<file path="src/rtl/sample_send_ctrl_if.sv">
// Handshake bundle between sample_send_ctrl and its neighbours: main FSM start/count,
// sample RAM read port and the uart_tx byte handshake. slave = controller side.
interface sample_send_ctrl_if #(
  parameter int ADDR_WIDTH   = 8,
  parameter int SAMPLE_BYTES = 2
);
  logic                      iStartSending;
  logic [ADDR_WIDTH:0]       iNumSamples;
  logic                      oMemRdEn;
  logic [ADDR_WIDTH-1:0]     oMemAddr;
  logic [8*SAMPLE_BYTES-1:0] iMemData;
  logic                      oTxStart;
  logic [7:0]                oTxData;
  logic                      iTxDone;
  logic                      oBusy;
  logic                      oSendingDone;

  modport slave (
    input  iStartSending, iNumSamples, iMemData, iTxDone,
    output oMemRdEn, oMemAddr, oTxStart, oTxData, oBusy, oSendingDone
  );

  modport master (
    output iStartSending, iNumSamples, iMemData, iTxDone,
    input  oMemRdEn, oMemAddr, oTxStart, oTxData, oBusy, oSendingDone
  );
endinterface

</file>
<file path="src/rtl/sample_send_ctrl.sv">
// Streams N sample words from RAM to uart_tx, MSB byte first, one byte per handshake.
// Define SEND_CHECKSUM_EN to append an XOR checksum byte after the last data byte.
module sample_send_ctrl #(
  parameter int ADDR_WIDTH   = 8,
  parameter int SAMPLE_BYTES = 2
) (
  input  logic              iClock,
  input  logic              iReset,
  sample_send_ctrl_if.slave bus
);
  localparam int SW = 8 * SAMPLE_BYTES;
  localparam logic [1:0]            LAST_BYTE = 2'(SAMPLE_BYTES - 1);
  localparam logic [ADDR_WIDTH-1:0] ADDR_ONE  = ADDR_WIDTH'(1);
  localparam logic [ADDR_WIDTH:0]   NUM_ONE   = (ADDR_WIDTH + 1)'(1);

  typedef enum logic [2:0] {
    IDLE,
    READ,
    LATCH,
    SEND,
    WAIT,
`ifdef SEND_CHECKSUM_EN
    CKSUM,
`endif
    DONE
  } state_t;

`ifdef SEND_CHECKSUM_EN
  localparam state_t AFTER_DATA = CKSUM;
`else
  localparam state_t AFTER_DATA = DONE;
`endif

  state_t                state;
  logic [SW-1:0]         shiftReg;
  logic [1:0]            byteIdx;
  logic [ADDR_WIDTH-1:0] lastAddr;
  logic                  inTrailer;

`ifdef SEND_CHECKSUM_EN
  logic [7:0] xorReg;
  logic       cksumPhase;
  assign inTrailer = cksumPhase;
`else
  assign inTrailer = 1'b0;
`endif

  function automatic logic [7:0] topByte(input logic [SW-1:0] word);
    return word[SW-1 -: 8];
  endfunction

  always_ff @(posedge iClock or posedge iReset) begin
    if (iReset) begin
      state            <= IDLE;
      bus.oMemRdEn     <= 1'b0;
      bus.oMemAddr     <= '0;
      bus.oTxStart     <= 1'b0;
      bus.oTxData      <= '0;
      bus.oBusy        <= 1'b0;
      bus.oSendingDone <= 1'b0;
      shiftReg         <= '0;
      byteIdx          <= '0;
      lastAddr         <= '0;
`ifdef SEND_CHECKSUM_EN
      xorReg           <= '0;
      cksumPhase       <= 1'b0;
`endif
    end else begin
      bus.oMemRdEn     <= 1'b0;
      bus.oTxStart     <= 1'b0;
      bus.oSendingDone <= 1'b0;
      case (state)
        IDLE: begin
          if (bus.iStartSending) begin
            bus.oBusy    <= 1'b1;
            bus.oMemAddr <= '0;
            // The count is only needed as the final address, so keep N-1.
            lastAddr     <= ADDR_WIDTH'(bus.iNumSamples - NUM_ONE);
`ifdef SEND_CHECKSUM_EN
            xorReg       <= '0;
            cksumPhase   <= 1'b0;
`endif
            if (bus.iNumSamples == '0) begin
              state <= AFTER_DATA;
            end else begin
              state        <= READ;
              bus.oMemRdEn <= 1'b1;
            end
          end
        end
        READ: state <= LATCH;
        LATCH: begin
          // First byte goes out straight from the RAM word; the rest queue in shiftReg.
          shiftReg     <= bus.iMemData << 8;
          byteIdx      <= '0;
          bus.oTxData  <= topByte(bus.iMemData);
          bus.oTxStart <= 1'b1;
`ifdef SEND_CHECKSUM_EN
          xorReg       <= xorReg ^ topByte(bus.iMemData);
`endif
          state        <= SEND;
        end
        SEND: state <= WAIT;
        WAIT: begin
          if (bus.iTxDone) begin
            if (inTrailer) begin
              state <= DONE;
            end else if (byteIdx != LAST_BYTE) begin
              byteIdx      <= byteIdx + 2'd1;
              shiftReg     <= shiftReg << 8;
              bus.oTxData  <= topByte(shiftReg);
              bus.oTxStart <= 1'b1;
`ifdef SEND_CHECKSUM_EN
              xorReg       <= xorReg ^ topByte(shiftReg);
`endif
              state        <= SEND;
            end else if (bus.oMemAddr != lastAddr) begin
              bus.oMemAddr <= bus.oMemAddr + ADDR_ONE;
              bus.oMemRdEn <= 1'b1;
              state        <= READ;
            end else begin
              state <= AFTER_DATA;
            end
          end
        end
`ifdef SEND_CHECKSUM_EN
        CKSUM: begin
          bus.oTxData  <= xorReg;
          bus.oTxStart <= 1'b1;
          cksumPhase   <= 1'b1;
          state        <= SEND;
        end
`endif
        DONE: begin
          bus.oSendingDone <= 1'b1;
          bus.oBusy        <= 1'b0;
          state            <= IDLE;
        end
        default: state <= IDLE;
      endcase
    end
  end
endmodule

</file>
<file path="src/flat_wrapper.sv">
// flat-port wrapper written by rule: the top's interface ports become plain ports
module sample_send_ctrl_flat 
#(
  parameter int ADDR_WIDTH   = 8,
  parameter int SAMPLE_BYTES = 2
)
  (iClock, iReset, bus_iStartSending, bus_iNumSamples, bus_iMemData, bus_iTxDone, bus_oMemRdEn, bus_oMemAddr, bus_oTxStart, bus_oTxData, bus_oBusy, bus_oSendingDone);
  sample_send_ctrl_if #(.ADDR_WIDTH(ADDR_WIDTH), .SAMPLE_BYTES(SAMPLE_BYTES)) bus_i ();
  input  logic iClock;
  input  logic iReset;
  input wire logic [$bits(bus_i.iStartSending)-1:0] bus_iStartSending;
  input wire logic [$bits(bus_i.iNumSamples)-1:0] bus_iNumSamples;
  input wire logic [$bits(bus_i.iMemData)-1:0] bus_iMemData;
  input wire logic [$bits(bus_i.iTxDone)-1:0] bus_iTxDone;
  output wire logic [$bits(bus_i.oMemRdEn)-1:0] bus_oMemRdEn;
  output wire logic [$bits(bus_i.oMemAddr)-1:0] bus_oMemAddr;
  output wire logic [$bits(bus_i.oTxStart)-1:0] bus_oTxStart;
  output wire logic [$bits(bus_i.oTxData)-1:0] bus_oTxData;
  output wire logic [$bits(bus_i.oBusy)-1:0] bus_oBusy;
  output wire logic [$bits(bus_i.oSendingDone)-1:0] bus_oSendingDone;
  assign bus_i.iStartSending = bus_iStartSending;
  assign bus_i.iNumSamples = bus_iNumSamples;
  assign bus_i.iMemData = bus_iMemData;
  assign bus_i.iTxDone = bus_iTxDone;
  assign bus_oMemRdEn = bus_i.oMemRdEn;
  assign bus_oMemAddr = bus_i.oMemAddr;
  assign bus_oTxStart = bus_i.oTxStart;
  assign bus_oTxData = bus_i.oTxData;
  assign bus_oBusy = bus_i.oBusy;
  assign bus_oSendingDone = bus_i.oSendingDone;
  sample_send_ctrl #(.ADDR_WIDTH(ADDR_WIDTH), .SAMPLE_BYTES(SAMPLE_BYTES)) u_core (.iClock(iClock), .iReset(iReset), .bus(bus_i));
endmodule
</file>
<file path="config.mk">
export PLATFORM = sky130hd
export DESIGN_NAME = sample_send_ctrl_flat
export DESIGN_NICKNAME = d
export VERILOG_FILES = /design/src/rtl/sample_send_ctrl_if.sv /design/src/rtl/sample_send_ctrl.sv /design/src/flat_wrapper.sv
export SDC_FILE = /design/constraint.sdc
export NUM_CORES = 1
export LEC_CHECK = 0
export CAP_MARGIN = 20
export CORE_MARGIN = 5
export CORE_UTILIZATION = 25
export DETAILED_ROUTE_END_ITERATION = 6
export GPL_TIMING_DRIVEN = 1
export RECOVER_POWER = 100
export SYNTH_ARGS = -nofsm -noshare
export SYNTH_HDL_FRONTEND = slang
export SYNTH_SLANG_ARGS = --single-unit
export TNS_END_PERCENT = 1
</file>
<file path="constraint.sdc">
create_clock -name iClock -period 2.3 [get_ports iClock]
set_input_delay 0.46 -clock iClock [delete_from_list [all_inputs] [get_ports iClock]]
set_output_delay 0.46 -clock iClock [all_outputs]
set_load 0.02 [all_outputs]
</file>
==> metrics.csv <==
metric;value;unit
outcome;finished clean;
Iter 0 DRT Violations;45;
First-pass DRT Iterations;4;
synth top area cells;dfrtp_1, nand2_1, xnor2_1;
min-delay worst type;register to register;
root buffer cell;clkbuf_8;
syn avg cell area;10.2;um^2
largest net degree at the start of global routing;42;
Port-buffer cells;48;
top cell type's share of synthesized area;0.497;
Req. time, crit path;1.84;ns
WP buf/inv;1;
CTS tree;built;
largest fanout on the critical path;7;
gp weighted congestion;0.787;
Fill cells;842;
maxcap violations;0;
crit end category;primary output;
Post-Synth XOR/XNOR Area;0.0552;
vias per cell;4.46;
CTS Buf Count;5;
slowest library cell on the worst path;dlygate4sd3_1;
CTS-repair resized insts;0;
setup bufs post-CTS;0;
final WL;4.73;mm
max-slew violations;0;
skew final;0.00606;ns
share of layout cells above drive strength 1;0.0745;
Worst-path clk slew;0.08;ns
Total Routing Usage GR;0.0988;
commonest non-fill, non-tap cells in the layout;dfrtp_1, nand2_1, clkdlybuf4s50_1, dlygate4sd3_1, o21ai_0;
Tmin final;1.97;ns
DRC;0;
Yosys warning count;0;
Worst slew margin;0.298;
endpoints failing setup;0;
Cell Chain, Critical Path;dlygate4sd3_1;
pwr/cell area;1040;nW/um^2
compound-cell area share of the yosys netlist;0.153;
final std cells w/o fill;360;
Final Hold Fails;0;
Seq/Total Area, Yosys;0.497;
io pins;49;
syn_nets;236;
VDD IR-drop max;0.000385;V
Design Area, Final;2740;um^2
main combinational cell family by area after synthesis;simple AND/OR/NAND/NOR gates;
synthesized instance count;203;
Setup WS pre-CTS;0.289;ns
cell taking the most area after synthesis;dfrtp_1;
DP HPWL;3.50;mm
hold_ws;0.479;ns
Final WS setup;0.333;ns
#FFs+latches synth;41;
Worst-Skew Late Latency;0.29;ns
via count;1606;
antenna violations before repair;0;
routed length per instance;13.1;um
hold_buf cts;0;
n_diodes;0;
mux contribution to synthesized area;0.0437;
Post-DRT Antenna Nets;0;
area share of fa/ha/maj cells after synthesis;0.0243;
CTS Sinks;41;
slowest stage delay, CP;0.72;ns
WP data arrival;1.51;ns
post-layout util;0.337;
Rows;33;
Core Region;8130;um^2
Die Width;101;um
CP top delay family;buffers and inverters;
post-synthesis cell area;2060;um^2
first-pass GRT wire length;7.99;mm
FF-to-FF setup slack;0.40;ns
Setup CP Type;register to primary output;
die footprint;10200;um^2
setup TNS;0;ns
Design Power;2.86;mW
clk buf depth;2;
RSZ-0062 raised after global routing;no;
LEAKAGE;1.20;nW
commonest non-fill, non-tap cell in the layout;dfrtp_1;
CTS H-tree lvls;2;
Area Overhead vs Synth;32.8;%
CP startpoint kind;register;
vias in the first global route;1561;
Initial Util;0.254;
final worst path period share;0.855;
dpl cells;353;
total grt overflow;0;
count of cell types in the netlist;36;
die height;101;um
simple-gate share of the synthesized area;0.172;
Final nets;288;
Placed Instance Area;2660;um^2
worst-margin pin slew;1.05;ns
fmax;0.508;GHz
-- area by class of cell --
class / count / area [um^2] / share of cell area
well taps: 105 / 131 / 0.0479
flip-flops and latches: 41 / 1030 / 0.374
clock inverters: 2 / 35.0 / 0.0128
repair buffers: 57 / 536 / 0.195
clock buffers: 5 / 68.8 / 0.0251
multi-input cells: 142 / 913 / 0.333
inverters: 8 / 30.0 / 0.0110
-- sequential cells by signal, summed over array words and instances (netlist names) --
signal	flops
u_core.bus.oMemAddr	8
u_core.bus.oTxData	8
u_core.byteIdx	2
u_core.bus.oMemRdEn	1
u_core.bus.oBusy	1
u_core.state	3
u_core.bus.oTxStart	1
u_core.lastAddr	8
u_core.bus.oSendingDone	1
u_core.shiftReg	8
-- power by group --
| part | leakage, nW | total [mW] | internal, mW | switching, mW |
|---|---|---|---|---|
| Combinational | 0.628 | 1.09 | 0.516 | 0.576 |
| Clock | 0.0540 | 0.565 | 0.316 | 0.250 |
| Sequential | 0.520 | 1.20 | 0.988 | 0.211 |
-- path summary, 6_finish.rpt --
| path | cells past startpoint | from | end |
|---|---|---|---|
| setup reg to reg | 6 | u_core.byteIdx[0]$_DFFE_PP0P_ | u_core.shiftReg[15]$_DFFE_PP0P_ |
| hold / removal | 2 | u_core.bus.oTxData[7]$_DFFE_PP0P_ | u_core.bus.oTxData[7]$_DFFE_PP0P_ |
| setup / recovery | 1 | u_core.bus.oMemAddr[3]$_DFFE_PP0P_ | bus_oMemAddr[3] |
| max in group asynchronous | 3 | iReset | u_core.byteIdx[1]$_DFFE_PP0P_ |
| hold reg to reg | 2 | u_core.bus.oTxData[7]$_DFFE_PP0P_ | u_core.bus.oTxData[7]$_DFFE_PP0P_ |
| min in group asynchronous | 3 | iReset | u_core.bus.oMemAddr[6]$_DFFE_PP0P_ |
-- cell usage after synthesis, drive strengths merged --
master	number
nand3	7
a21o	5
nand2	26
nor4b	2
nor3	2
o31ai	5
inv	8
nand4	2
nand3b	1
buf	10
clkbuf	2
nor2	11
mux2i	9
xor2	2
o21ai	17
nand2b	3
o2111ai	1
and2	3
nor3b	2
nor4	2
or2	4
dfrtp	41
a31oi	1
a22o	10
a32oi	1
nor2b	4
a21oi	6
xnor2	11
ha	4
a211o	1
-- routing by layer --
metal	wire length (um)	vias to the layer above	track usage
li1	-	801	-
met1	2240	770	0.134
met2	2270	33	0.159
met3	207	2	0.0221
met4	16	0	0.0249
met5	0	-	0
-- cell families (layout without fill, tap and decap cells) --
logic type | after synthesis | after routing
AO/OA/AOI/OAI | 47 | 47
AND/OR/NAND/NOR | 69 | 69
buffers and inverters | 20 | 72
multiplexers | 9 | 9
adder cells (fa/ha/maj) | 4 | 4
XOR/XNOR | 13 | 13
flip-flops | 41 | 41
Note: power is estimated with default switching activity, not from simulation.
